### src/rtl/logit_argmax_classifier.sv
// Argmax over a snapshot of signed logits, scanned one per clock.
// Reports the winning index, the saturated best-minus-second margin and a confidence flag.
module logit_argmax_classifier #(
  parameter int unsigned N_CLASSES  = 3,
  parameter int unsigned DATA_W     = 48,
  parameter int unsigned MARGIN_W   = 16,
  parameter int unsigned MARGIN_MIN = 16,
  localparam int unsigned CW = (N_CLASSES > 1) ? $clog2(N_CLASSES) : 1
) (
  input  logic                          clk,
  input  logic                          rst,
  input  logic [N_CLASSES*DATA_W-1:0]   logits,
  input  logic                          logits_valid,
  output logic                          busy,
  output logic                          class_valid,
  output logic [CW-1:0]                 class_id,
  output logic [MARGIN_W-1:0]           margin,
  output logic                          confident,
  output logic                          overrun
);

  localparam int unsigned WW = (DATA_W + 1 > MARGIN_W) ? DATA_W + 1 : MARGIN_W;
  localparam logic signed [DATA_W-1:0] MIN_VAL = {1'b1, {(DATA_W-1){1'b0}}};
  localparam logic [WW-1:0] MMAX = WW'({MARGIN_W{1'b1}});

  typedef enum logic {IDLE, SCAN} state_t;

  state_t                    state_q;
  logic signed [DATA_W-1:0]  snap_q [N_CLASSES];
  logic signed [DATA_W-1:0]  best_q, second_q;
  logic [CW-1:0]             best_idx_q, idx_q;
  logic                      busy_q, class_valid_q, confident_q, overrun_q;
  logic [CW-1:0]             class_id_q;
  logic [MARGIN_W-1:0]       margin_q;

  logic signed [DATA_W-1:0]  logit0, cand;
  logic signed [DATA_W-1:0]  best_d, second_d, fin_best, fin_second;
  logic [CW-1:0]             best_idx_d;
  logic [DATA_W:0]           diff;
  logic [WW-1:0]             diff_w;
  logic [MARGIN_W-1:0]       margin_d;
  logic                      confident_d;

  assign logit0 = logits[DATA_W-1:0];

  // The last compare and the result registration share one edge, so the
  // result strobe lands N_CLASSES cycles after capture with the FSM already idle.
  always_comb begin
    cand       = snap_q[idx_q];
    best_d     = best_q;
    second_d   = second_q;
    best_idx_d = best_idx_q;
    if (cand > best_q) begin
      second_d   = best_q;
      best_d     = cand;
      best_idx_d = idx_q;
    end else if (cand > second_q) begin
      second_d = cand;
    end
    if (state_q == IDLE) begin
      fin_best   = logit0;
      fin_second = MIN_VAL;
    end else begin
      fin_best   = best_d;
      fin_second = second_d;
    end
    diff        = {fin_best[DATA_W-1], fin_best} - {fin_second[DATA_W-1], fin_second};
    diff_w      = WW'(diff);
    margin_d    = (diff_w > MMAX) ? '1 : diff_w[MARGIN_W-1:0];
    confident_d = (margin_d >= MARGIN_W'(MARGIN_MIN));
  end

  always_ff @(posedge clk) begin
    if (rst) begin
      state_q       <= IDLE;
      best_q        <= '0;
      second_q      <= '0;
      best_idx_q    <= '0;
      idx_q         <= '0;
      busy_q        <= 1'b0;
      class_valid_q <= 1'b0;
      class_id_q    <= '0;
      margin_q      <= '0;
      confident_q   <= 1'b0;
      overrun_q     <= 1'b0;
    end else begin
      class_valid_q <= 1'b0;
      case (state_q)
        IDLE: begin
          if (logits_valid) begin
            for (int unsigned i = 0; i < N_CLASSES; i++) begin
              snap_q[i] <= logits[i*DATA_W +: DATA_W];
            end
            best_q     <= logit0;
            best_idx_q <= '0;
            second_q   <= MIN_VAL;
            idx_q      <= CW'(1);
            if (N_CLASSES == 1) begin
              class_id_q    <= '0;
              margin_q      <= margin_d;
              confident_q   <= confident_d;
              class_valid_q <= 1'b1;
            end else begin
              state_q <= SCAN;
              busy_q  <= 1'b1;
            end
          end
        end
        SCAN: begin
          if (logits_valid) overrun_q <= 1'b1;
          best_q     <= best_d;
          second_q   <= second_d;
          best_idx_q <= best_idx_d;
          idx_q      <= idx_q + CW'(1);
          if (idx_q == CW'(N_CLASSES - 1)) begin
            class_id_q    <= best_idx_d;
            margin_q      <= margin_d;
            confident_q   <= confident_d;
            class_valid_q <= 1'b1;
            busy_q        <= 1'b0;
            state_q       <= IDLE;
          end
        end
        default: state_q <= IDLE;
      endcase
    end
  end

  assign busy        = busy_q;
  assign class_valid = class_valid_q;
  assign class_id    = class_id_q;
  assign margin      = margin_q;
  assign confident   = confident_q;
  assign overrun     = overrun_q;

endmodule

### config.mk
export PLATFORM = sky130hd
export DESIGN_NAME = logit_argmax_classifier
export DESIGN_NICKNAME = d
export VERILOG_FILES = /design/src/rtl/logit_argmax_classifier.sv
export SDC_FILE = /design/constraint.sdc
export NUM_CORES = 1
export LEC_CHECK = 0
export CORE_ASPECT_RATIO = 0.6
export CORE_MARGIN = 4
export CORE_UTILIZATION = 31
export DETAILED_ROUTE_END_ITERATION = 8
export PLACE_DENSITY = 0.52
export SETUP_SLACK_MARGIN = 0.1
export SLEW_MARGIN = 20
export SYNTH_ARGS = -nofsm -noshare
export SYNTH_HDL_FRONTEND = slang
export SYNTH_SLANG_ARGS = --single-unit
### constraint.sdc
create_clock -name clk -period 20.2 [get_ports clk]
set_input_delay 3.03 -clock clk [delete_from_list [all_inputs] [get_ports clk]]
set_output_delay 3.03 -clock clk [all_outputs]
set_load 0.03 [all_outputs]
# Word-level counts from Yosys, hierarchy flattened
# Memories as Yosys holds them, arrays and structs flattened. A register that Yosys moved wholly into a read port is not among the register bits.
# Cells that the tools add are included.
[classes]
n_addsub = 2
n_mul = 0
n_div = 0
n_lt_le_gt_ge = 4
n_eq_ne = 3
shifts = 0
n_mux = 27
bitwise_logic = 1
n_reduce_logical = 4
[op_table]
columns = ["cell", "count"]
rows = [
  ["$mux W48", 7],
  ["$pmux W48 S2", 2],
  ["$gt A48 B48 Y1", 2],
  ["$gt A49 B16 Y1 const B", 1],
  ["$sub A48 B48 Y49", 1],
  ["$ge A16 B5 Y1 const B", 1],
  ["$mux W16", 1],
  ["$mux W2", 5],
  ["$mux W1", 8],
  ["$pmux W2 S2", 2],
  ["$reduce_and A2 Y1", 3],
  ["$pmux W1 S2", 2],
  ["$add A2 B1 Y2 const B", 1],
  ["$eq A2 B2 Y1 const B", 1],
  ["$ne A2 B1 Y1 const B", 1],
  ["$ne A2 B2 Y1 const B", 1],
  ["$reduce_or A2 Y1", 1],
  ["$not A1 Y1", 1],
]
[word_totals]
ff_bits = 123
latchBits = 0
ramBits = 144
mem_bits_ro = 0
in_bits = 147
output_inout_bits = 22
wordCells = 53
n_memories = 1
[memory_table]
columns = ["memory", "words", "width", "rd", "rd_clocked_by_memory_dff", "wr", "line_no", "text"]
rows = [
  ["snap_q", 3, 48, 1, 1, 3, "29", "logic signed [DATA_W-1:0] snap_q [N_CLASSES];"],
]

# Depth between registers and ports, before layout
[logic_depth]
depth_word = 8
mapped_depth = 33
ltp_nobuf = 26

# Worst setup path after synthesis
# No wires, ideal clock.
[synth_path]
path_type = "input to register"
start = "in logits_valid"
end = "mem snap_q[0][0] (enable)"
setup_ns = 0.650
t_arrival_ns = 9.699
path_slack_ns = 9.851
cell_stages = 5
n_path_buf = 3
path_cell_list = "clkbuf_1 nand2b_1 clkbuf_1 clkbuf_1 nor2_1"
[synth_lines]
columns = ["item", "line_no", "text"]
rows = [
  ["start, declared", "13", "input logic logits_valid,"],
  ["end, declared", "29", ""],
]

==> PnR_summary.wiki <==
{| class="wikitable"
! Metric !! Value
|-
| Worst setup path class || reg -> reg
|-
| Antenna violations before repair || 0
|-
| Initial core utilization || 31.69%
|-
| Filler cell count in the final layout || 5,717
|-
| Final Max Slew Viols || 0
|-
| Routed wire length || 62,560 um
|-
| Worst hold path stage count || 2
|-
| Clock root buffer || clkbuf_16
|-
| Vias per Instance || 5.606
|-
| Slowest cell on the critical path || o21ai_0
|-
| Avg WL per Cell || 21.34 um
|-
| Hold Worst Slack || 0.4682 ns
|-
| Synthesis Warnings || 0
|-
| Area share of the largest cell type after synthesis || 24.18%
|-
| CP max stage delay || 0.88 ns
|-
| CTS Buf Count || 30
|-
| Sinks on the clock net || 269
|-
| Hold EP || best_idx_q[0]$_SDFFE_PP0N_
|-
| Placed wire-length estimate || 46,260 um
|-
| Maximum number of pins on one net before global-route repair || 66
|-
| Commonest cells after routing, fill and taps aside || nand2_1, clkdlybuf4s50_1, a21oi_1, ha_1, edfxtp_1
|-
| Crit path DAT || 11.48 ns
|-
| Post-synthesis to final-layout area growth || 18.94%
|-
| Hold Path Origin || best_idx_q[0]$_SDFFE_PP0N_
|-
| R2r worst-path depth || 27
|-
| Reg2reg end || margin[6]$_SDFFE_PP0P_
|-
| Wire length of the first global-routing pass || 95,970 um
|-
| Setup-violating endpoint count in the final report || 0
|-
| Number of nets produced by synthesis || 2,351
|-
| Clk_lat worst skew || 0.62 ns
|-
| Post-CTS setup repair buffer count || 0
|-
| Remaining DRCs || 0
|-
| Share of synthesized flip-flops with an asynchronous set or reset || 0%
|-
| Total Routing Usage GR || 19.45%
|-
| Type of destination of the critical path || flop
|-
| Avg Cell Area, Syn || 8.688 um^2
|-
| Vias || 16,440
|-
| Remaining antenna violation count after routing || 0
|-
| Cell types with the largest area share after synthesis || edfxtp_1, dfxtp_1, ha_1
|-
| Minimum setup slack among reg-to-reg paths || 9.18 ns
|-
| H-tree depth reported by CTS || 1
|-
| Post-route setup TNS || 0 ns
|-
| Type of origin of the critical path || flop
|-
| Vertical die dimension || 194.0 um
|-
| F_max || 90.78 MHz
|-
| Mapped Area || 17,880 um^2
|-
| Least-Margin Pin Slew || 1.115 ns
|-
| Seq cells post-synth || 269
|-
| Placeable core area || 56,420 um^2
|-
| Worst-path fanout max || 65
|-
| Minimum clock period after layout || 11.02 ns
|-
| Worst max-slew margin expressed relative to the limit || 24.87%
|-
| Count of buffers inserted at the top-level ports || 168
|-
| Total inserted antenna cells || 0
|-
| Number of rows created at floorplan || 67
|-
| Initial detailed-routing violation count || 1,461
|-
| Fraction of the cycle the final worst path needs || 54.53%
|-
| TritonCTS clock tree || done
|-
| Fraction of layout instances using a drive strength above 1 || 5.660%
|-
| Hold buffer count at CTS || 0
|-
| Leakage || 0.007869 uW
|-
| Count of unique library cells instantiated by Yosys || 75
|-
| Post-synthesis instance total || 2,058
|-
| Most instantiated flip-flop cell in the synthesis netlist || edfxtp_1
|-
| Number of global-route vias before repair || 15,850
|-
| Die Wd || 318.0 um
|-
| Number of hold violations in the final report || 0
|-
| Total overflow reported by the global router || 0
|-
| Most common cell after layout, fill and taps aside || nand2_1
|-
| Result of the run || finished, final reports clean
|-
| NumNets Final || 2,442
|-
| Largest voltage drop on the vdd net || 0.08410 mV
|-
| Setup repair after global routing missed its margin || false
|-
| Maximum count of clock buffers along a single path || 3
|-
| Power density cells || 102.8 nW/um^2
|-
| Resize count post-CTS || 0
|-
| Cell type contributing the most total cell area after synthesis || edfxtp_1
|-
| Worst hold-check path type || reg -> reg
|-
| Count of pins on the block boundary || 169
|-
| Fraction of the yosys area taken by sequential cells || 38.18%
|-
| Worst clock skew on the final layout || 0.03474 ns
|-
| Drt pass-1 iters || 5
|-
| Count of flip-flops with a built-in enable after synthesis || 144
|-
| Endpoint required time on the critical path || 20.66 ns
|-
| Final Wtd Congestion || 0.9744
|-
| Die Area || 61,710 um^2
|-
| Clock slew seen by the registers of the worst setup and hold paths || 0.06 ns
|-
| Max-capacitance violation count || 0
|}
[per-layer routing]
metal  vias up  GRT usage, %  part of all wire [%]
li1       7839             -                     -
met1      8001         31.47                    53
met5         -             0                     0
met2       525         25.88                    38
met3        71         4.236                   7.6
met4         0         3.677                   1.9
[critical path: cells and delay by family (launching register included)]
family | cells | cell delay [ns]
simple gates | 11 | 4.35
compound gates | 10 | 3.34
buf+inv | 3 | 1.51
fa+ha+maj | 2 | 0.81
flops | 1 | 0.57
mux | 1 | 0.15
[cell type report]
| cell class | instances | area (um^2) | share of cell area [%] |
|---|---|---|---|
| clock inverter | 22 | 252.7 | 1.189 |
| tap | 759 | 949.7 | 4.466 |
| timing repair buffer | 200 | 1916 | 9.008 |
| clock buffer | 34 | 765.7 | 3.601 |
| multi-input combinational | 1520 | 10060 | 47.32 |
| inverter | 128 | 480.5 | 2.259 |
| sequential | 269 | 6838 | 32.15 |
[how the worst max path moves through the flow]
stage / from / end / cells past startpoint
final: flop / margin[6]$_SDFFE_PP0P_ / 27
after global routing: flop / margin[1]$_SDFFE_PP0P_ / 27
after CTS: flop / margin[6]$_SDFFE_PP0P_ / 27
after detailed placement: flop / margin[2]$_SDFFE_PP0P_ / 27
after global placement: flop / margin[0]$_SDFFE_PP0P_ / 26
after floorplan: logits_valid / snap_q[0][0]$_DFFE_PP_ / 5
[stage by stage]
step                area, um^2  instances  total power [uW]  utilization (%)  setup slack [ns]
finish                   21270       2932              2187            37.69             9.185
global route             21270       2932              2322            37.69             8.602
CTS                      21250       2932              2182            37.67             8.806
detailed placement       20230       2876              1595            35.86             8.851
floorplan                17880       2058              1299                -             9.851
global placement         20220       2875              1593            35.84             8.729
[kinds of logic (layout without fill, tap and decap cells)]
group                      after synthesis  in the layout  share of synthesized area [%]
xor gates and xnor gates                27             27                          1.323
adders and majority gates              146            146                          10.26
AOI/OAI and AO/OA                      664            664                          24.95
muxes                                   55             55                          3.079
buffers and inverters                  269            384                          5.829
DFF                                    269            269                          38.18
and+or+nand+nor                        628            628                          16.38
[registers in the layout, indices dropped and copies added, names as in the netlist, 2 cells and up, named ones only]
signal and cells:
idx_q 2, margin 16, second_q 48, snap_q 144
best_q 48, best_idx_q 2, class_id 2
[power by group]
group / internal, uW / switching (uW)
registers: 617 / 26.1
logic: 329 / 638
clock network: 326 / 250
total: 1270 / 914
[synth_stat cells (21+ instances only)]
library cell  count
clkbuf_1        121
mux2i_1          55
o21bai_1         25
nor2b_1          36
a32o_1           45
inv_1           128
ha_1            145
a21o_1           48
nand2_1         260
nand4_1          43
nor2_1          130
edfxtp_1        144
dfxtp_1         125
nor4_1           21
o21ai_0         137
nand3_1          67
a31oi_1         104
a221o_1          46
a21oi_1         152
(Power assumes the default switching activity.)
